**config.mk**
```make
export PLATFORM = sky130hd
export DESIGN_NAME = alu_issue_ctrl_flat
export DESIGN_NICKNAME = d
export VERILOG_FILES = /design/src/rtl/alu_issue_ctrl_if.sv /design/src/rtl/alu_issue_ctrl.sv /design/src/flat_wrapper.sv
export SDC_FILE = /design/constraint.sdc
export NUM_CORES = 1
export LEC_CHECK = 0
export CAP_MARGIN = 20
export CORE_MARGIN = 5
export CORE_UTILIZATION = 50
export DETAILED_ROUTE_END_ITERATION = 6
export PLACE_DENSITY = 0.77
export SLEW_MARGIN = 30
export SYNTH_ARGS = -nofsm -noshare
export SYNTH_HDL_FRONTEND = slang
export SYNTH_SLANG_ARGS = --single-unit
```
**constraint.sdc**
```tcl
create_clock -name clk -period 1.9 [get_ports clk]
set_input_delay 0.38 -clock clk [delete_from_list [all_inputs] [get_ports clk]]
set_output_delay 0.38 -clock clk [all_outputs]
set_load 0.01 [all_outputs]
```
**src/rtl/alu_issue_ctrl_if.sv**
```systemverilog
// Instruction, register-load and response channels between the front-end
// (master) and the ALU issue controller (slave).
interface alu_issue_ctrl_if #(
  parameter int DATA_W = 8
);
  logic              instr_valid;
  logic              instr_ready;
  logic [8:0]        instr;
  logic              ld_valid;
  logic              ld_ready;
  logic [2:0]        ld_addr;
  logic [DATA_W-1:0] ld_data;
  logic              res_valid;
  logic              res_ready;
  logic [DATA_W-1:0] res_data;
  logic              res_zero;

  modport master (
    output instr_valid, instr, ld_valid, ld_addr, ld_data, res_ready,
    input  instr_ready, ld_ready, res_valid, res_data, res_zero
  );

  modport slave (
    input  instr_valid, instr, ld_valid, ld_addr, ld_data, res_ready,
    output instr_ready, ld_ready, res_valid, res_data, res_zero
  );
endinterface

```
**src/rtl/alu_issue_ctrl.sv**
```systemverilog
// Multi-cycle issue controller for the 8-bit ALU: owns an 8-entry register
// file, sequences READ/EXEC/RESP per instruction and returns the result.
module alu_issue_ctrl #(
  parameter int DATA_W = 8,
  parameter int CNT_W  = 16
) (
  input  logic              clk,
  input  logic              reset_n,
  alu_issue_ctrl_if.slave   bus,
  output logic [DATA_W-1:0] alu_input_a,
  output logic [DATA_W-1:0] alu_input_b,
  output logic [2:0]        alu_opcode,
  input  logic [DATA_W-1:0] alu_out,
  input  logic              zero,
  output logic [CNT_W-1:0]  op_count
);

  typedef enum logic [1:0] {
    IDLE = 2'd0,
    READ = 2'd1,
    EXEC = 2'd2,
    RESP = 2'd3
  } state_t;

  state_t            state_q, state_d;
  logic [8:0]        instr_q, instr_d;
  logic [DATA_W-1:0] rf_q [8];
  logic [DATA_W-1:0] rf_d [8];
  logic [DATA_W-1:0] op_a_q, op_a_d;
  logic [DATA_W-1:0] op_b_q, op_b_d;
  logic [2:0]        opc_q, opc_d;
  logic [DATA_W-1:0] res_data_q, res_data_d;
  logic              res_zero_q, res_zero_d;
  logic              res_valid_q, res_valid_d;
  logic [CNT_W-1:0]  op_count_q, op_count_d;

  logic [2:0] ra;
  logic [2:0] rb;

  assign ra = instr_q[5:3];
  assign rb = instr_q[2:0];

  always_comb begin
    state_d     = state_q;
    instr_d     = instr_q;
    rf_d        = rf_q;
    op_a_d      = op_a_q;
    op_b_d      = op_b_q;
    opc_d       = opc_q;
    res_data_d  = res_data_q;
    res_zero_d  = res_zero_q;
    res_valid_d = res_valid_q;
    op_count_d  = op_count_q;

    case (state_q)
      IDLE: begin
        // A load wins over a concurrent instruction; loads to r0 are dropped.
        if (bus.ld_valid) begin
          if (bus.ld_addr != 3'd0) begin
            rf_d[bus.ld_addr] = bus.ld_data;
          end
        end else if (bus.instr_valid) begin
          instr_d = bus.instr;
          state_d = READ;
        end
      end
      READ: begin
        op_a_d  = (ra == 3'd0) ? '0 : rf_q[ra];
        op_b_d  = (rb == 3'd0) ? '0 : rf_q[rb];
        opc_d   = instr_q[8:6];
        state_d = EXEC;
      end
      EXEC: begin
        res_data_d  = alu_out;
        res_zero_d  = zero;
        res_valid_d = 1'b1;
        if (ra != 3'd0) begin
          rf_d[ra] = alu_out;
        end
        state_d = RESP;
      end
      RESP: begin
        if (bus.res_ready) begin
          res_valid_d = 1'b0;
          if (op_count_q != '1) begin
            op_count_d = op_count_q + CNT_W'(1);
          end
          state_d = IDLE;
        end
      end
      default: state_d = IDLE;
    endcase
  end

  always_ff @(posedge clk or negedge reset_n) begin
    if (!reset_n) begin
      state_q     <= IDLE;
      instr_q     <= '0;
      op_a_q      <= '0;
      op_b_q      <= '0;
      opc_q       <= '0;
      res_data_q  <= '0;
      res_zero_q  <= 1'b0;
      res_valid_q <= 1'b0;
      op_count_q  <= '0;
      for (int unsigned i = 0; i < 8; i++) begin
        rf_q[i] <= '0;
      end
    end else begin
      state_q     <= state_d;
      instr_q     <= instr_d;
      op_a_q      <= op_a_d;
      op_b_q      <= op_b_d;
      opc_q       <= opc_d;
      res_data_q  <= res_data_d;
      res_zero_q  <= res_zero_d;
      res_valid_q <= res_valid_d;
      op_count_q  <= op_count_d;
      for (int unsigned i = 0; i < 8; i++) begin
        rf_q[i] <= rf_d[i];
      end
    end
  end

  assign bus.ld_ready    = (state_q == IDLE);
  assign bus.instr_ready = (state_q == IDLE) && !bus.ld_valid;
  assign bus.res_valid   = res_valid_q;
  assign bus.res_data    = res_data_q;
  assign bus.res_zero    = res_zero_q;

  assign alu_input_a = op_a_q;
  assign alu_input_b = op_b_q;
  assign alu_opcode  = opc_q;
  assign op_count    = op_count_q;

endmodule

```
**src/flat_wrapper.sv**
```systemverilog
// flat-port wrapper written by rule: the top's interface ports become plain ports
module alu_issue_ctrl_flat 
#(
  parameter int DATA_W = 8,
  parameter int CNT_W  = 16
)
  (clk, reset_n, alu_input_a, alu_input_b, alu_opcode, alu_out, zero, op_count, bus_instr_valid, bus_instr, bus_ld_valid, bus_ld_addr, bus_ld_data, bus_res_ready, bus_instr_ready, bus_ld_ready, bus_res_valid, bus_res_data, bus_res_zero);
  alu_issue_ctrl_if #(.DATA_W(DATA_W)) bus_i ();
  input  logic clk;
  input  logic reset_n;
  output logic [DATA_W-1:0] alu_input_a;
  output logic [DATA_W-1:0] alu_input_b;
  output logic [2:0] alu_opcode;
  input  logic [DATA_W-1:0] alu_out;
  input  logic zero;
  output logic [CNT_W-1:0] op_count;
  input wire logic [$bits(bus_i.instr_valid)-1:0] bus_instr_valid;
  input wire logic [$bits(bus_i.instr)-1:0] bus_instr;
  input wire logic [$bits(bus_i.ld_valid)-1:0] bus_ld_valid;
  input wire logic [$bits(bus_i.ld_addr)-1:0] bus_ld_addr;
  input wire logic [$bits(bus_i.ld_data)-1:0] bus_ld_data;
  input wire logic [$bits(bus_i.res_ready)-1:0] bus_res_ready;
  output wire logic [$bits(bus_i.instr_ready)-1:0] bus_instr_ready;
  output wire logic [$bits(bus_i.ld_ready)-1:0] bus_ld_ready;
  output wire logic [$bits(bus_i.res_valid)-1:0] bus_res_valid;
  output wire logic [$bits(bus_i.res_data)-1:0] bus_res_data;
  output wire logic [$bits(bus_i.res_zero)-1:0] bus_res_zero;
  assign bus_i.instr_valid = bus_instr_valid;
  assign bus_i.instr = bus_instr;
  assign bus_i.ld_valid = bus_ld_valid;
  assign bus_i.ld_addr = bus_ld_addr;
  assign bus_i.ld_data = bus_ld_data;
  assign bus_i.res_ready = bus_res_ready;
  assign bus_instr_ready = bus_i.instr_ready;
  assign bus_ld_ready = bus_i.ld_ready;
  assign bus_res_valid = bus_i.res_valid;
  assign bus_res_data = bus_i.res_data;
  assign bus_res_zero = bus_i.res_zero;
  alu_issue_ctrl #(.DATA_W(DATA_W), .CNT_W(CNT_W)) u_core (.clk(clk), .reset_n(reset_n), .bus(bus_i), .alu_input_a(alu_input_a), .alu_input_b(alu_input_b), .alu_opcode(alu_opcode), .alu_out(alu_out), .zero(zero), .op_count(op_count));
endmodule
```
Word-level counts from Yosys, hierarchy flattened. Index checks and enable logic that the tools add are counted.

Input bits: 34. Output and inout port bits: 47. Logic and storage cells: 77. Register bits after elaboration: 120.

Add/sub/neg operators: 1. Reduce and logical (&&, ||, !) cells: 16. Eq/ne operators: 10. Order comparisons: 5. Bitwise logic cells: 4. Multiplexer cells: 24.

Operators with widths (count): 64-bit 2-to-1 mux (3); 64-bit bitwise mux (2); 64-bit one-hot mux with 2 select lines (1); 8-bit 2-to-1 mux (8); 8-bit binary-select mux with 3-bit select (2); 8-bit demux with 3-bit select (2); 16-bit by 1-bit adder with 16-bit output, second input constant (1); 16-bit inequality test, second input constant (1); 4-bit >= comparator, second input constant (3); 3-bit inverter with 4-bit output (3); 3-bit AND reduction (3); 4-bit by 1-bit < comparator with 1-bit output, second input constant (2); 2-bit inequality test, second input constant (4); 2-bit one-hot mux with 4 select lines (1); 3-bit logical NOT (2); 2-bit 2-to-1 mux (3); 3-bit nonzero test (2); 2-bit equality test, second input constant (2); 2-bit by 1-bit inequality test with 1-bit output, second input constant (2); 4-bit AND reduction (1); 2-bit nonzero test (2); 1-bit logical AND (3); 2-bit by 1-bit equality test with 1-bit output, second input constant (1); 2-bit logical NOT (1); other kinds (5) (5).

Logic depth before layout (Yosys ltp). Gate-level depths: netlist of run 1.

Word-level depth: 9. Gate-level depth with buffers: 8. Depth with buffers taken out: 7.

Least setup slack after synthesis of run 1. No wires, ideal clock.

Path type: flip-flop to flip-flop. Start point: reg u_core.state_q[0]. End point: reg u_core.rf_q[48] (netlist bit). Cell stages (with the launch flop): 8. Clock period less this slack: 1.926 ns. Buffers on the path: 1. Required time: 1.773 ns. Slack: -0.026 ns. Data arrival time: 1.798 ns. Library setup time: 0.127 ns. Cells stage by stage: dfrtp_1 -> inv_1 -> ha_1 -> inv_2 -> buf_2 -> nor2_1 -> o21ai_2 -> mux2_1.

Cells in the longest elaborated chain, start to end: 3. Elaborated cells on any way between the ends: 8. Those cells by class: eq/ne (4); mux (1); reduce/logical (3).

Ends and longest elaborated chain: start: declaration (line alu_issue_ctrl.sv:25) `state_t state_q, state_d;`; start signal: assignment (line alu_issue_ctrl.sv:110) `state_q <= state_d;`; 2-bit equality test / 2-bit logical NOT (equally long branches) (line alu_issue_ctrl.sv:55) `case (state_q)`; 2-bit by 1-bit inequality test with 1-bit output (no source line), or another cell as far along; 4-bit AND reduction (no source line); end signal: indexed assignment (line alu_issue_ctrl.sv:120) `rf_q[i] <= rf_d[i];`; end: declaration (line alu_issue_ctrl.sv:27) `logic [DATA_W-1:0] rf_q [8];`.

Several ways; a longest one is shown, not always the timed one. A chain may end at the register's enable or synchronous reset.

Worst setup path in the final report of run 1.
Start point: reg u_core.state_q[1]. End point: out bus_ld_ready.

Cells in the longest elaborated chain, start to end: 1.

Ends and longest elaborated chain: 2-bit logical NOT (line alu_issue_ctrl.sv:125) `assign bus.ld_ready = (state_q == IDLE);`; end: declaration (line flat_wrapper.sv:24) `output wire logic [$bits(bus_i.ld_ready)-1:0] bus_ld_ready;`.

Every way passes these cells.

==> results_dict.tcl, run 1 <==
set metrics [dict create \
    gr-total-overflow 0 \
    final_layout_size_suffix_gt1_share_pct 21.8 \
    register_area_sq_mm 0.00280 \
    use_met3_pct 4.24 \
    synth_top_area_cell "dfrtp_1" \
    ys_types 53 \
    placed_cell_area_sq_mm 0.00726 \
    dp.cells 771 \
    final_common_cell "dfrtp_1" \
    outcome "finished, final reports clean" \
    clock-sinks 112 \
    start_util_pct 50.4 \
    use_met1_pct 35.4 \
    power_density_mw_per_mm2 1630 \
    grt_max_degree 57 \
    first_global_vias 5227 \
    worstPathArrival_ns 1.47 \
    synthArstFlopShare_pct 100 \
    fin_area_sq_mm 0.00786 \
    drt_first_pass_iters 5 \
    reg2reg_depth 10 \
    die_h_microns 120 \
    skew_ns 0.00572 \
    synthFlopType "dfrtp_1" \
    hp-class "primary input to async pin" \
    htree_levels 3 \
    grt.busiest_layer "met2" \
    io_pins 81 \
    synth_top_area_share_pct 46.7 \
    setup_viol 0 \
    utilization_pct 65.9 \
    antenna_found_initial 0 \
    path_clk_slew_ns 0.07 \
    grt_first_pass_wirelength_microns 28400 \
    cts_tree "built" \
    syn_area_per_cell_sq_um 11.5 \
    whs_ns 0.428 \
    area_delta_synth_final_pct 30.8 \
    die_area_sq_mm 0.0143 \
    yosys_warnings 0 \
    viasPerCell 6.45 \
    routabilityCongestion 0.921 \
    final-instance-count-excl-fill 808 \
    synth-seq-area-share_pct 46.7 \
    critPathCaptureType "output port" \
    fmax_mhz 540 \
    post_synth_instance_area_sq_mm 0.00600 \
    fin_crit_sh_pct 97.6 \
    relSlewSlack_pct 61.4 \
    multi_input_area_sq_mm 0.00301 \
    final_cell_mix "dfrtp_1 (111), clkdlybuf4s50_1 (74), buf_4 (61)" \
    drc 0 \
    hold_viol_final 0 \
    clockBufferDepth 2 \
    tightest_slew_ns 0.577 \
    max-vdd-ir-drop_mv 0.790 \
    crit_required_ns 1.52 \
    synth_edf_count 0 \
    grt_usage_pct 25.6 \
    postSynthNetCount 563 \
    synth.top_cells.by_area "dfrtp_1 (47%), mux2_1 (6.9%), o221ai_1 (4.7%), o22ai_1 (4.2%), o21a_1 (4.1%)" \
    finalCriticalPeriod_ns 1.85 \
    cts_buffers 9 \
    leakagePower_nw 3.32 \
    post_drt_wl_per_cell_microns 22.4 \
    path_max_fanout 4 \
    nFillCells 913 \
    finalSetupTns_ns 0 \
    root_buffer "clkbuf_16" \
    ys_ff_latch 112 \
    total_power_mw 12.8 \
    ant_nets 0 \
    nets 696 \
    critPathKind "register to output port" \
    n_antenna_cell 0 \
    rsz0062_at_grt "true" \
    worstSkewPairLatency_ns 0.36 \
    finalMaxSlewViolations 0 \
    wl_microns 18100 \
    io_buffers 80 \
    rows 40 \
    setup_ws_ns 0.0465 \
    drt_iter0_markers 489 \
    met2_usage_pct 39.2 \
    dr_total_vias 5208 \
    cap_violations 0 \
    coreArea_sq_mm 0.0119 \
    startpoint_type "register" \
    dp_slack_ns -0.371 \
    die_x_microns 120 \
    dp_hpwl_microns 12700 \
    synthCells 524 \
]
final cells by class:
type                       count  share of cell area (%)
clock buffer                   9                    2.87
tap                          147                    2.34
sequential                   112                    35.7
multi-input combinational    360                    38.4
inverter                      22                    1.08
timing repair buffer         152                    18.7
clock inverter                 6                   0.972
cells by family (layout without fill, tap and decap cells):
logic type	count (synthesis)	after routing	share of synthesized area, %
adders and majority gates	5	5	1.04
xor gates and xnor gates	13	13	1.90
buffers and inverters	54	189	4.71
muxes	82	82	16.7
and+or+nand+nor	93	95	8.94
DFF	112	112	46.7
AOI/OAI and AO/OA	165	165	20.0
layer usage:
metal / vias to the layer above / wire length (microns)
met5: - / 0
li1: 2263 / -
met3: 59 / 1610
met4: 0 / 773
met1: 2583 / 7360
met2: 303 / 8350
path summary, 6_finish.rpt:
path	start	to	slack, ns
hold / removal	reset_n	u_core.alu_input_a[3]	0.43
max in group asynchronous	reset_n	u_core.instr_q[7]	0.90
setup / recovery	u_core.state_q[1]	bus_ld_ready	0.05
setup reg to reg	u_core.state_q[1]	u_core.rf_q[13]	0.05
hold reg to reg	u_core.op_count[15]	u_core.op_count[15]	0.49
min in group clk	u_core.op_count[15]	u_core.op_count[15]	0.49
cells in the mapped netlist (4+ instances only):
cell / instances
nand4_1: 6
mux2_1: 37
a211oi_1: 9
mux2i_1: 24
dfrtp_1: 112
o221ai_1: 32
clkbuf_1: 11
ha_1: 5
inv_1: 20
o22ai_1: 40
nor2_1: 19
nand3_1: 6
nand2_1: 28
o21ai_0: 9
xnor2_1: 11
a21oi_1: 24
o21a_1: 33
mux4_2: 9
buf_6: 8
a221oi_1: 7
mux2_2: 10
nor2_4: 4
buf_2: 10
report_power, final:
group	switching [mW]	leakage, nW	internal [mW]
Combinational	3.23	1.76	3.22
Clock	0.932	0.148	1.04
Sequential	1.01	1.42	3.41
Total	5.17	3.32	7.66
state kept, by name, indices dropped and copies added (netlist names):
signal,count
u_core.bus.res_valid,1
u_core.alu_opcode,3
u_core.instr_q,9
u_core.state_q,2
u_core.bus.res_zero,1
u_core.alu_input_b,8
u_core.rf_q,56
u_core.alu_input_a,8
u_core.bus.res_data,8
u_core.op_count,16
repair_timing:
action | 4_1_cts | 5_1_grt
cloned | 2 | 0
setup buffers | 11 | 8
hold buffers | 1 | 0
hold endpoints to repair | 15 | 0
resized for setup | 13 | 18
pin swaps | 4 | 7
setup endpoints to repair | 62 | 53
critical path: stages, from the launching register on:
cell and delay [ns]:
dfrtp_1 0.42, inv_2 0.10, ha_4 0.19, buf_4 0.13, dlygate4sd2_1 0.28
No activity file was read; power rests on OpenSTA's default activity.
==> inputs of run 2 (changes only) <==
--- a/config.mk
+++ b/config.mk
@@ -7,9 +7,9 @@
 export LEC_CHECK = 0
 export CAP_MARGIN = 20
 export CORE_MARGIN = 5
-export CORE_UTILIZATION = 50
+export CORE_UTILIZATION = 60
 export DETAILED_ROUTE_END_ITERATION = 6
-export PLACE_DENSITY = 0.77
+export PLACE_DENSITY = 0.86
 export SLEW_MARGIN = 30
 export SYNTH_ARGS = -nofsm -noshare
 export SYNTH_HDL_FRONTEND = slang
==> constraint.sdc (replaced) <==
create_clock -name clk -period 2.2 [get_ports clk]
set_input_delay 0.44 -clock clk [delete_from_list [all_inputs] [get_ports clk]]
set_output_delay 0.44 -clock clk [all_outputs]
set_load 0.01 [all_outputs]
==> results_dict.tcl, run 2 (same netlist as run 1, synthesis figures left out) <==
set metrics [dict create \
    clockPowerShare_pct 12.6 \
    finalMaxSlewViolations 0 \
    reg2reg_depth 6 \
    drt_iter0_markers 404 \
    dp_hpwl_microns 12600 \
    holdPathStages 1 \
    pwr-share-seq_pct 38.2 \
    holdPathEnd "u_core.alu_opcode[0]" \
    n_antenna_cell 0 \
    finalCriticalPeriod_ns 2.09 \
    tightest_slew_ns 0.946 \
    wl_microns 17500 \
    drt_first_pass_iters 5 \
    clockBufferDepth 2 \
    relSlewSlack_pct 36.8 \
    viasPerCell 6.61 \
    io_buffers 80 \
    pwr-share-comb_pct 49.2 \
    fmax_mhz 478 \
    worstPathArrival_ns 2.37 \
    grt_first_pass_wirelength_microns 27400 \
    startpoint_type "register" \
    r2r_slack_ns 0.11 \
    path_clk_slew_ns 0.09 \
    gr-total-overflow 0 \
    r2r_start "u_core.instr_q[5]" \
    hold_viol_final 0 \
    fin_crit_sh_pct 95.1 \
    hp-start "u_core.alu_opcode[0]" \
    final_layout_size_suffix_gt1_share_pct 15.5 \
    path_max_fanout 16 \
    worstSkewPairLatency_ns 0.39 \
    critPathKind "register to register" \
    top_register "u_core.rf_q" \
    critPathCaptureType "register" \
    whs_ns 0.513 \
    nFillCells 715 \
    cts_buffers 9 \
    clock-sinks 112 \
    internal-power_mw 6.00 \
    max-vdd-ir-drop_mv 0.897 \
    grt_usage_pct 30.6 \
    outcome "finished, final reports clean" \
    io_pins 81 \
    power_density_mw_per_mm2 1390 \
    grt_max_degree 48 \
    die_h_microns 110 \
    antenna_found_initial 0 \
    setup_viol 0 \
    register_area_sq_mm 0.00280 \
    sw_frac_of_total_pct 41.3 \
    ant_nets 0 \
    nets 659 \
    leakagePower_nw 3.08 \
    switching_power_mw 4.21 \
    rows 36 \
    routabilityCongestion 0.952 \
    dp.cells 741 \
    root_buffer "clkbuf_8" \
    rsz0062_at_grt "false" \
    coreArea_sq_mm 0.00977 \
    hp-class "register to register" \
    first_global_vias 5046 \
    cts_tree "built" \
    drc 0 \
    r2r-end "u_core.rf_q[11]" \
    largest_reg_flops 56 \
    crit_required_ns 2.48 \
    skew_ns 0.0135 \
    die_area_sq_mm 0.0121 \
    post_drt_wl_per_cell_microns 23.2 \
    final_cell_mix "dfrtp_1 (112), clkdlybuf4s50_1 (77), o22ai_1 (40)" \
    multi_input_area_sq_mm 0.00294 \
    final-instance-count-excl-fill 757 \
    die_x_microns 110 \
    dr_total_vias 5007 \
    cap_violations 0 \
    start_util_pct 61.4 \
    final_common_cell "dfrtp_1" \
    htree_levels 3 \
    area_delta_synth_final_pct 22.8 \
]
-- run 2: cell types whose count changed in the layout (fill, tap and decap cells not counted), moves of 3 or more --
cell / delta
nand2_1: +3
clkbuf_16: -9
nand2_2: -3
buf_4: -32
o21ai_2: +3
clkbuf_8: +12
clkinv_4: -3
o21ai_4: -3
clkdlybuf4s50_1: +3
-- run 2: worst max path at each step --
| stage | endpoint | start | slack (ns) |
|---|---|---|---|
| after global placement | u_core.rf_q[3] | bus_ld_addr[0] | -0.02 |
| final | u_core.rf_q[11] | u_core.instr_q[5] | 0.11 |
| after global routing | u_core.rf_q[14] | u_core.state_q[0] | 0.004 |
| after CTS | bus_ld_ready | u_core.state_q[0] | 0.05 |
| after floorplan | u_core.rf_q[48] | u_core.state_q[0] | 0.27 |
| after detailed placement | u_core.rf_q[48] | bus_ld_addr[1] | -0.09 |
-- run 2: layer usage --
| layer | global-route usage [%] | vias up | part of all wire, % |
|---|---|---|---|
| met5 | 0 | - | 0 |
| met3 | 9.26 | 64 | 10 |
| met2 | 47.7 | 321 | 47 |
| met1 | 39.6 | 2437 | 39 |
| li1 | - | 2185 | - |
| met4 | 13.6 | 0 | 3.9 |
-- run 2: worst max-delay path: stages, from the launching register on --
cell      delay [ns]
dfrtp_1         0.69
buf_4           0.23
nand3b_4        0.14
mux2_4          0.31
nor2_4          0.28
o221ai_1        0.19
o21a_1          0.14
-- run 2: power by group through the flow --
stage	combinational, mW	clock [mW]	sequential [mW]
after floorplan	3.14	0	3.57
after global placement	4.74	0	3.82
after detailed placement	4.88	0	3.88
after CTS	4.95	1.30	3.84
after global routing	5.39	1.38	3.97
final	5.02	1.29	3.90
-- run 2: area by class of cell --
class	count	share of cell area, %
sequential	112	38.0
multi-input combinational	358	39.9
clock buffer	12	2.24
inverter	22	1.15
timing repair buffer	117	15.9
clock inverter	3	0.543
tap	133	2.26
-- run 2: timing repair --
action | in CTS | in global routing
hold buffers | 1 | 0
setup endpoints to repair | 2 | 12
buffers inserted | 0 | 0
endpoints found under the hold margin | 29 | 0
gates resized for setup | 3 | 6
-- run 2: metrics by stage --
step	total power [mW]	setup slack, ns	util, %	instance area (sq um)	TNS, ns
finish	10.2	0.108	75.4	7370	0
global placement	8.56	-0.0182	72.9	7130	-0.138
global route	10.7	0.00377	75.4	7370	0
detailed placement	8.76	-0.0929	72.9	7130	-2.56
floorplan	6.72	0.274	-	6000	0
CTS	10.1	0.0473	75.2	7350	0
==> inputs of run 3 (changes only) <==
--- a/config.mk
+++ b/config.mk
@@ -9,6 +9,7 @@
 export CORE_MARGIN = 5
 export CORE_UTILIZATION = 60
 export DETAILED_ROUTE_END_ITERATION = 6
+export GPL_ROUTABILITY_DRIVEN = 0
 export PLACE_DENSITY = 0.86
 export SLEW_MARGIN = 30
 export SYNTH_ARGS = -nofsm -noshare
==> results_dict.tcl, run 3 (same netlist as run 1, synthesis figures left out) <==
set metrics [dict create \
    path_max_fanout 6 \
    drt_iter0_markers 447 \
    crit_required_ns 1.76 \
    nets 659 \
    setup_viol 0 \
    power_density_mw_per_mm2 1350 \
    max-vdd-ir-drop_mv 0.670 \
    wl_microns 16100 \
    ctsHoldBuffers 0 \
    clock-sinks 112 \
    rows 36 \
    fmax_mhz 471 \
    pwr-share-seq_pct 38.9 \
    io_buffers 80 \
    htree_levels 3 \
    grt.busiest_layer "met2" \
    met2_usage_pct 41.7 \
    cts_buffers 9 \
    critPathCaptureType "output port" \
    utilization_pct 75.1 \
    internal-power_mw 5.87 \
    io_pins 81 \
    drc 0 \
    hold_viol_final 0 \
    grt_usage_pct 27.3 \
    worstPathArrival_ns 1.68 \
    pwr-share-comb_pct 48.5 \
    largest_reg_flops 56 \
    worstSkewPairLatency_ns 0.38 \
    dr_total_vias 4924 \
    clockBufferDepth 2 \
    cap_violations 0 \
    die_x_microns 110 \
    leakagePower_nw 3.05 \
    antenna_found_initial 0 \
    fin_crit_sh_pct 96.4 \
    use_met3_pct 5.65 \
    final_common_cell "dfrtp_1" \
    drt_first_pass_iters 7 \
    top_register "u_core.rf_q" \
    skew_ns 0.00959 \
    cts_tree "built" \
    sw_frac_of_total_pct 41.0 \
    outcome "finished, final reports clean" \
    whs_ns 0.0649 \
    root_buffer "clkbuf_8" \
    ant_nets 0 \
    first_global_vias 4840 \
    rsz0062_at_grt "false" \
    area_delta_synth_final_pct 22.3 \
    startpoint_type "register" \
    final_layout_size_suffix_gt1_share_pct 16.0 \
    nFillCells 650 \
    grt_first_pass_wirelength_microns 25200 \
    n_antenna_cell 0 \
    dp_hpwl_microns 11500 \
    use_met1_pct 38.3 \
    final_cell_mix "dfrtp_1 (111), clkdlybuf4s50_1 (78), o22ai_1 (40)" \
    start_util_pct 61.4 \
    path_clk_slew_ns 0.11 \
    tightest_slew_ns 0.925 \
    die_area_sq_mm 0.0121 \
    finalMaxSlewViolations 0 \
    die_h_microns 110 \
    relSlewSlack_pct 38.2 \
    gr-total-overflow 0 \
    critPathKind "register to output port" \
    finalCriticalPeriod_ns 2.12 \
    switching_power_mw 4.07 \
    viasPerCell 6.50 \
    hp-class "primary input to async pin" \
    clockPowerShare_pct 12.6 \
    coreArea_sq_mm 0.00977 \
    post_drt_wl_per_cell_microns 21.2 \
    grt_max_degree 51 \
    r2r_slack_ns 0.11 \
]
run 3: cell count changes in the layout (fill, tap and decap cells not counted), moves of 2 or more:
cell	before	now
inv_2	1	4
clkbuf_8	12	9
inv_1	20	18
buf_4	29	31
clkinvlp_4	0	2
run 3: critical path, stage by stage, from the launching register on:
cell	delay, ns
dfrtp_1	0.45
inv_2	0.12
ha_4	0.18
clkdlybuf4s50_1	0.55
run 3: worst paths after layout:
| check | startpoint | to | cells after the start |
|---|---|---|---|
| worst min register to register | u_core.instr_q[6] | u_core.instr_q[6] | 1 |
| worst max-delay path | u_core.state_q[1] | bus_ld_ready | 3 |
| max in group asynchronous | reset_n | u_core.instr_q[3] | 2 |
| min in group clk | u_core.instr_q[6] | u_core.instr_q[6] | 1 |
| worst max register to register | u_core.state_q[0] | u_core.rf_q[5] | 8 |
| worst min-delay path | reset_n | u_core.bus.res_data[5] | 1 |
run 3: routing by layer:
metal	vias up	routed length (microns)
met1	2398	6560
met2	292	7490
li1	2190	-
met4	0	381
met5	-	0
met3	44	1630
run 3: timing repair:
action,in CTS,in global routing
buffers inserted,0,5
setup endpoints to repair,3,9
pin swaps,0,1
hold endpoints to repair,0,0
gates resized for setup,5,1
run 3: area by class of cell:
cell class | instances | area (sq um) | area share [%]
Clock inverter | 6 | 70.1 | 0.955
Clock buffer | 9 | 124 | 1.69
Inverter | 22 | 82.6 | 1.13
Sequential cell | 112 | 2800 | 38.2
Timing Repair Buffer | 117 | 1160 | 15.8
Tap cell | 133 | 166 | 2.27
Multi-Input combinational cell | 358 | 2930 | 39.9
run 3: power by group through the flow:
stage	logic (mW)	clock network, mW	registers, mW
6_report	4.82	1.26	3.87
5_1_grt	5.20	1.32	3.95
4_1_cts	4.76	1.26	3.81
3_5_place_dp	4.69	0	3.84
3_3_place_gp	4.52	0	3.77
2_1_floorplan	3.14	0	3.57
run 3: through the flow:
step | worst slack [ns] | TNS, ns | cell area, sq um | power, mW | instances
finish | 0.0786 | 0 | 7340 | 9.94 | 757
global route | 0.000755 | 0 | 7340 | 10.5 | 757
CTS | 0.0426 | 0 | 7300 | 9.83 | 752
detailed placement | -0.110 | -3.61 | 7100 | 8.53 | 737
global placement | -0.0160 | -0.104 | 7100 | 8.29 | 737
floorplan | 0.274 | 0 | 6000 | 6.72 | 524
